**config.mk**
```make
export PLATFORM = sky130hd
export DESIGN_NAME = pipeline_ctrl
export DESIGN_NICKNAME = d
export VERILOG_FILES = /design/src/rtl/pipeline_ctrl.sv
export SDC_FILE = /design/constraint.sdc
export NUM_CORES = 1
export LEC_CHECK = 0
export BUFFER_PORTS_ARGS = -buffer_cell sky130_fd_sc_hd__clkbuf_2
export CORE_MARGIN = 5
export CORE_UTILIZATION = 51
export DETAILED_ROUTE_END_ITERATION = 8
export GPL_TIMING_DRIVEN = 1
export PLACE_DENSITY = 0.85
export SLEW_MARGIN = 20
export SYNTH_ARGS = -nofsm -noshare
export SYNTH_HDL_FRONTEND = slang
export SYNTH_SLANG_ARGS = --single-unit
```
**constraint.sdc**
```tcl
create_clock -name clk -period 8.45 [get_ports clk]
set_clock_uncertainty 0.15 [all_clocks]
set_input_delay 0.4225 -clock clk [delete_from_list [all_inputs] [get_ports clk]]
set_output_delay 0.4225 -clock clk [all_outputs]
set_load 0.03 [all_outputs]
```
**src/rtl/pipeline_ctrl.sv**
```systemverilog
// Stall/flush sequencer for the five-stage pipeline: load-use bubbles, taken-branch
// flushes and multdiv holds, plus stall/flush event counters for performance debug.
module pipeline_ctrl #(
  parameter int CNT_W = 32
) (
  input  logic             clk,
  input  logic             reset,
  input  logic [31:0]      fd_IR,
  input  logic [31:0]      dx_IR,
  input  logic             branch_taken,
  input  logic             md_ready,
  output logic             pc_we,
  output logic             fd_we,
  output logic             fd_nop,
  output logic             dx_we,
  output logic             dx_nop,
  output logic             xm_we,
  output logic             xm_nop,
  output logic             md_ctrl_MULT,
  output logic             md_ctrl_DIV,
  output logic             md_busy,
  output logic [CNT_W-1:0] stall_count,
  output logic [CNT_W-1:0] flush_count
);

  localparam logic [4:0] OP_RTYPE = 5'b00000;
  localparam logic [4:0] OP_BNE   = 5'b00010;
  localparam logic [4:0] OP_JR    = 5'b00100;
  localparam logic [4:0] OP_ADDI  = 5'b00101;
  localparam logic [4:0] OP_BLT   = 5'b00110;
  localparam logic [4:0] OP_SW    = 5'b00111;
  localparam logic [4:0] OP_LW    = 5'b01000;
  localparam logic [4:0] ALU_MUL  = 5'b00110;
  localparam logic [4:0] ALU_DIV  = 5'b00111;

  typedef enum logic {RUN, MD_WAIT} state_t;

  state_t state, next_state;

  logic [4:0] fd_op, fd_rd, fd_rs, fd_rt;
  logic [4:0] dx_op, dx_rd, dx_alu;
  logic       dx_is_mul, dx_is_div, dx_is_load;
  logic       reads_rd, reads_rs, reads_rt;
  logic       load_use;
  logic       flush_evt;
  logic       unused_bits;

  assign fd_op  = fd_IR[31:27];
  assign fd_rd  = fd_IR[26:22];
  assign fd_rs  = fd_IR[21:17];
  assign fd_rt  = fd_IR[16:12];
  assign dx_op  = dx_IR[31:27];
  assign dx_rd  = dx_IR[26:22];
  assign dx_alu = dx_IR[6:2];

  assign unused_bits = ^{fd_IR[11:0], dx_IR[21:7], dx_IR[1:0]};

  assign dx_is_mul  = (dx_op == OP_RTYPE) && (dx_alu == ALU_MUL);
  assign dx_is_div  = (dx_op == OP_RTYPE) && (dx_alu == ALU_DIV);
  assign dx_is_load = (dx_op == OP_LW) && (dx_rd != 5'd0);

  // NOTE: every always_comb output gets a default first so no path can infer a latch.
  always_comb begin
    reads_rd = 1'b0;
    reads_rs = 1'b0;
    reads_rt = 1'b0;
    unique case (fd_op)
      OP_RTYPE:              begin reads_rs = 1'b1; reads_rt = 1'b1; end
      OP_ADDI, OP_LW:        reads_rs = 1'b1;
      OP_SW, OP_BNE, OP_BLT: begin reads_rd = 1'b1; reads_rs = 1'b1; end
      OP_JR:                 reads_rd = 1'b1;
      default: ;
    endcase
  end

  assign load_use = dx_is_load && ((reads_rd && (fd_rd == dx_rd)) ||
                                   (reads_rs && (fd_rs == dx_rd)) ||
                                   (reads_rt && (fd_rt == dx_rd)));

  always_comb begin
    next_state   = state;
    pc_we        = 1'b1;
    fd_we        = 1'b1;
    dx_we        = 1'b1;
    xm_we        = 1'b1;
    fd_nop       = 1'b0;
    dx_nop       = 1'b0;
    xm_nop       = 1'b0;
    md_ctrl_MULT = 1'b0;
    md_ctrl_DIV  = 1'b0;
    flush_evt    = 1'b0;
    // Reset overrides everything so the pipeline free-runs while held.
    if (!reset) begin
      unique case (state)
        RUN: begin
          if (dx_is_mul || dx_is_div) begin
            md_ctrl_MULT = dx_is_mul;
            md_ctrl_DIV  = dx_is_div;
            pc_we        = 1'b0;
            fd_we        = 1'b0;
            dx_we        = 1'b0;
            xm_nop       = 1'b1;
            next_state   = MD_WAIT;
          end else if (branch_taken) begin
            fd_nop    = 1'b1;
            dx_nop    = 1'b1;
            flush_evt = 1'b1;
          end else if (load_use) begin
            pc_we  = 1'b0;
            fd_we  = 1'b0;
            dx_nop = 1'b1;
          end
        end
        MD_WAIT: begin
          if (md_ready) begin
            next_state = RUN;
          end else begin
            pc_we  = 1'b0;
            fd_we  = 1'b0;
            dx_we  = 1'b0;
            xm_nop = 1'b1;
          end
        end
      endcase
    end
  end

  // NOTE: sequential state uses non-blocking assignments so every register samples pre-edge values.
  always_ff @(posedge clk or posedge reset) begin
    if (reset) begin
      state       <= RUN;
      stall_count <= '0;
      flush_count <= '0;
    end else begin
      state <= next_state;
      if (!pc_we)    stall_count <= stall_count + 1'b1;
      if (flush_evt) flush_count <= flush_count + 1'b1;
    end
  end

  assign md_busy = (state == MD_WAIT);

endmodule

```
==> metrics.cfg, run 1 <==
[run_status]
status=completed

[logic_synthesis]
seq_area_frac_synth_pct=50.0
synth_nets=380
synthesis.area_um2=3260
syn-mean-instance-area_um2=10.5
synth_edf_count=0
ys_types=43
synth-main-ff-cell=dfrtp_1
ys.warnings.count=0
syn_inst=310
synthArstFlopShare_pct=100
yosys_register_bits=65

[setup_path]
end_kind=primary output
crit_buf_inv=6
max_stage_delay_ns=0.62
crit_family=buffers and inverters
cp.required_ns=7.88
path_class=input pin to primary output
cpMaxStageDelayCell=buf_4
crit_chain=clkbuf_2 > inv_2 > buf_4 > o21ai_1 > o21ai_1 > buf_4 > inv_1 > clkbuf_2
cp.arrival_ns=2.22
start_kind=input pin
critPathMaxFanout=67

[finish]
final_util_pct=64.7
drive_above_1_share_pct=32.3
syn2layout_area_growth_pct=24.8
antennaDiodeCount=0
fillers=511
nets=496

[placement]
hpwlAfterDp_um=5330
port_buffers=111
gp_congestion=0.786

[sta]
maxSlewViolCount=0
clock.fmax_mhz=358
tightest_slew_ns=0.812
post-route-period-util_pct=33.0
setup_violations=0
min_period_ns=2.79
hold_viol=0
rsz0062_at_grt=no
fin_tns_setup_ns=0
max_slew_margin_pct=45.9

[power]
intPower_w=0.000498
power.density_nw_per_um2=172
comb_power_share_pct=13.7
p_total_w=0.000698
netSwitchingPower_w=0.000200
clkPwrFrac_pct=37.0
power_frac_seq_pct=49.4
ir_drop_v=0.000120
power.leakage_nw=2.08
power.share.switching_pct=28.6

[clocking]
root_buffer=clkbuf_8
clock-sinks=65
cts_buffers=9
hold_buffers=0
h-tree-depth=3
cts_resized=0
clk_latency_ns=0.34
clkSlewWorstSetupHoldPaths_ns=0.07
clockBufferDepth=2
cts_setup_buffers=0
cts_tree=yes

[detailed_routing]
avgViaCountPerCell=5.15
vias=2616
drt_pass1_iterations=4
postRouteAntennaNets=0
wl_per_cell_um=13.9
drc=0
drt_iter0_drc=66
wl_um=7050

[floorplan]
core_area_um2=6280
rows=29
die_w_um=89.9
dieArea_um2=8080
io_pins=142
initial_utilization_pct=51.9
dieHeight_um=89.9

[global_route]
grt_overflow=0
grt_usage_pct=18.1
grt_max_degree=68
grt_pass1_vias=2686
grt_first_pass_wirelength_um=12200
grt_antenna_before_repair=0

[worst_hold_path]
hp-class=input pin to asynchronous set/reset pin

[run]
cap_viol_max_count=0

-- cells in the mapped netlist, types with 2 or more instances --
cell       n  area (µm²)
nand2_1   32         120
xnor2_1   58         508
buf_6      2        22.5
nor2b_1    2        12.5
and4_1     3        26.3
nor3_1     5        25.0
mux2_2     2        22.5
o21ai_1    2        10.0
and3_4     2        22.5
buf_2      3        15.0
nor2_1    21        78.8
nand2b_1   2        12.5
nand4_1   17         106
buf_4      2        15.0
nand3_1   21         105
a21oi_1    2        10.0
nor4_1     3        18.8
dfrtp_1   65        1630
inv_1      8        30.0
nand3_2    2        20.0
and3_1    15        93.8
ha_1       2        25.0
xor2_1    19         166
-- stage by stage --
stage	std cells	instance area, µm²	hold WS, ns	worst slack [ns]
final	508	4060	0.183	5.66
after global routing	508	4060	0.222	5.34
after CTS	508	4060	0.182	5.57
after detailed placement	492	3870	0.311	5.57
after global placement	492	3870	0.306	5.59
after floorplan	310	3260	0.390	4.36
-- layer usage --
| layer | track usage, % | routed length, µm | vias to the layer above |
|---|---|---|---|
| met5 | 0 | 0 | - |
| met4 | 7.32 | 80 | 0 |
| met3 | 5.34 | 564 | 9 |
| met2 | 29.2 | 3380 | 93 |
| met1 | 22.8 | 3030 | 1235 |
| li1 | - | - | 1279 |
-- final timing paths --
path | start | end | slack, ns | cells past startpoint
setup / recovery | reset | fd_we | 5.66 | 8
hold / removal | reset | flush_count[0]$_DFFE_PP0P_ | 0.18 | 3
setup reg to reg | flush_count[11]$_DFFE_PP0P_ | flush_count[24]$_DFFE_PP0P_ | 6.10 | 7
hold reg to reg | flush_count[31]$_DFFE_PP0P_ | flush_count[31]$_DFFE_PP0P_ | 0.31 | 1
max in group asynchronous | reset | stall_count[10]$_DFFE_PP0N_ | 7.43 | 3
min in group clk | reset | md_busy$_DFFE_PP0N_ | 0.20 | 3
-- power groups by stage --
stage / clock, W / sequential [W] / combinational (W)
after CTS: 0.000265 / 0.000345 / 0.0000974
after detailed placement: 0 / 0.000350 / 0.0000976
after global placement: 0 / 0.000349 / 0.0000951
final: 0.000258 / 0.000344 / 0.0000954
after global routing: 0.000277 / 0.000348 / 0.000105
after floorplan: 0 / 0.000375 / 0.0000360
-- state kept, by name (all words and copies together) (netlist names) --
| signal | flops |
|---|---|
| stall_count | 32 |
| md_busy | 1 |
| flush_count | 32 |
-- logic make-up (layout without fill, tap and decap cells) --
group                      Yosys count  count (layout)  synth area share (%)
DFF                                 65              65                  50.0
xor gates and xnor gates            77              77                  20.7
and+or+nand+nor                    138             138                  23.1
other                                1               1                 0.115
AOI/OAI and AO/OA                    7               7                  1.42
muxes                                3               3                 0.999
adders and majority gates            3               3                  1.08
buffers and inverters               16             137                  2.65
-- cell type report --
type,count,area [µm²],share of cell area [%]
clock buffers,10,128,3.14
clock inverters,6,68.8,1.69
inverters,8,30.0,0.739
multi-input cells,229,1540,38.0
flip-flops and latches,65,1630,40.0
well taps,77,96.3,2.37
repair buffers,113,571,14.0
-- tightest hold or removal path, cell delays in order --
cell and delay, ns:
clkbuf_2 0.11, inv_2 0.04, buf_4 0.62
-- layout by cell type, fill, tap and decap left out, drive strengths merged, types with 2 or more instances in the layout --
master  Yosys  routed
o21ai       2       2
mux2        2       2
or4         2       2
nor2       21      21
nand2b      2       2
a21oi       2       2
and3       17      17
xnor2      58      58
xor2       19      19
nor3        5       5
and4        3       3
clkinv      0       4
buf         8       2
dfrtp      65      65
nand2      32      32
nor4        3       3
nand3      23      23
nor2b       2       2
ha          2       2
inv         8       8
and2        2       2
or2         2       2
nand4      18      18
clkbuf      0     121
Note: power is estimated with default switching activity, not from simulation.
==> inputs of run 2 (changes only) <==
- CORE_UTILIZATION: 51 -> 43
- PLACE_DENSITY: 0.85 -> 0.76
- clock period: 8.45 -> 2.5 ns (I/O delays scaled with it)
==> run 2 against run 1 <==
  * Register-to-register slack worse by 5.8 ns
  * First-iteration DRC count grew 12%
  * Sequential share of layout area is 0.82 points lower
  * Global-route usage is 1.6 points lower
  * Routed wire length is 6.3% higher
  * Sequential power increased to 3.4 times the previous value
  * Largest power group unchanged
==> metrics.cfg, run 2 (synthesis results as in run 1) <==
[run_status]
status=completed

[floorplan]
dieArea_um2=9410  ; +16%
io_pins=142  ; unchanged
rows=31  ; +6.9%
initial_utilization_pct=44.4  ; -7.5 points
die_w_um=97.0  ; +7.9%
core_area_um2=7330  ; +17%
dieHeight_um=97.0  ; +7.9%

[sta]
setup_violations=0  ; unchanged
fin_tns_setup_ns=0  ; unchanged
post-route-period-util_pct=90.4
finalWorstSetupSlack_ns=0.240  ; -5.42 ns
hold_ws_ns=0.0659  ; -0.117 ns
maxSlewViolCount=0  ; unchanged
min_period_ns=2.26
clock.fmax_mhz=442
hold_viol=0  ; unchanged
rsz0062_at_grt=no

[finish]
final_common_cell=clkbuf_2
drive_above_1_share_pct=33.8  ; +1.5 points
antennaDiodeCount=0  ; unchanged
nets=503  ; +1.4%
syn2layout_area_growth_pct=27.4
final_cell_mix=clkbuf_2 (111), dfrtp_1 (65), xnor2_1 (58)
fin_area_um2=4150  ; +2.1%

[placement]
hpwlAfterDp_um=5830  ; +9.4%
pre_cts_ws_ns=0.149  ; -5.42 ns
detailed_place.area_um2=3960  ; +2.4%
gp_congestion=0.767  ; -2.5%
port_buffers=111  ; unchanged

[power]
power.leakage_nw=2.10  ; +1.2%
ir_drop_v=0.000234  ; +94%
power.density_nw_per_um2=554  ; +220%

[detailed_routing]
drt_iter0_drc=74  ; +12%
drc=0  ; unchanged
postRouteAntennaNets=0  ; unchanged
avgViaCountPerCell=4.95  ; -3.9%
vias=2657  ; +1.6%
drt_pass1_iterations=6  ; +2
wl_um=7500  ; +6.3%
wl_per_cell_um=14.0  ; +0.55%

[clocking]
clk_latency_ns=0.34  ; about the same
clockBufferDepth=2  ; unchanged
h-tree-depth=3  ; unchanged
cts_buffers=9  ; unchanged
clock-sinks=65  ; unchanged
clkSlewWorstSetupHoldPaths_ns=0.07  ; about the same
cts_tree=yes
root_buffer=clkbuf_8

[setup_path]
cp.arrival_ns=1.99  ; -0.23 ns
cp.required_ns=2.23  ; -5.65 ns
end_kind=primary output
path_class=flip-flop to primary output
start_kind=flip-flop
critPathMaxFanout=18  ; -73%

[global_route]
grt_overflow=0  ; unchanged
grt_max_degree=34  ; -50%
grt_first_pass_wirelength_um=12800  ; +5.3%
grt_pass1_vias=2739  ; +2.0%
grt_usage_pct=16.5  ; -1.6 points
grt_antenna_before_repair=0  ; unchanged

[run]
cap_viol_max_count=0  ; unchanged

[worst_hold_path]
hp-class=input pin to flip-flop

[run 2: final timing paths]
check / from / to / slack (ns) / cells past startpoint
min in group asynchronous: reset / stall_count[3]$_DFFE_PP0N_ / 0.40 / 4
hold / removal: md_ready / md_busy$_DFFE_PP0N_ / 0.07 / 4
max in group asynchronous: reset / flush_count[6]$_DFFE_PP0P_ / 1.49 / 4
hold reg to reg: flush_count[31]$_DFFE_PP0P_ / flush_count[31]$_DFFE_PP0P_ / 0.32 / 1
setup / recovery: md_busy$_DFFE_PP0N_ / pc_we / 0.24 / 7
setup reg to reg: stall_count[11]$_DFFE_PP0N_ / stall_count[30]$_DFFE_PP0N_ / 0.34 / 7
[run 2: routing by layer]
layer / track usage (%) / up-vias / part of all wire (%)
li1: - / 1295 / -
met2: 27.2 / 87 / 48
met3: 6.69 / 8 / 7.7
met1: 19.8 / 1267 / 43
met4: 4.64 / 0 / 1.4
met5: 0 / - / 0
[run 2: through the flow]
step,util (%),instances,power [W]
2_1_floorplan,-,310,0.00139
3_3_place_gp,54.0,520,0.00151
3_5_place_dp,54.0,520,0.00152
4_1_cts,56.6,537,0.00233
5_1_grt,56.6,537,0.00242
6_report,56.6,537,0.00230
[run 2: final cells by class]
cell class              instances  area [µm²]
well taps                      99         124
clock buffers                  10         138
clock inverters                 6        42.5
multi-input cells             229        1550
flip-flops and latches         65        1630
repair buffers                120         626
fillers                       674        3180
inverters                       8        37.5
[run 2: critical path, cell delays in order, from the launching register on]
cell        delay, ns
dfrtp_1          0.44
nor4_1           0.28
buf_4            0.16
o21ai_4          0.06
o21ai_1          0.11
buf_4            0.26
clkinvlp_4       0.13
clkbuf_2         0.19
[run 2: timing repair]
item / in CTS / in global routing
hold endpoints to repair: 66 / 0
setup buffers: 0 / 0
hold buffers: 1 / 0
gates resized for setup: 0 / 0
[run 2: report_power, final]
| group | switching [W] | internal (W) |
|---|---|---|
| logic | 0.000207 | 0.000124 |
| registers | 0.0000654 | 0.00110 |
| clock network | 0.000413 | 0.000388 |
| total | 0.000686 | 0.00161 |
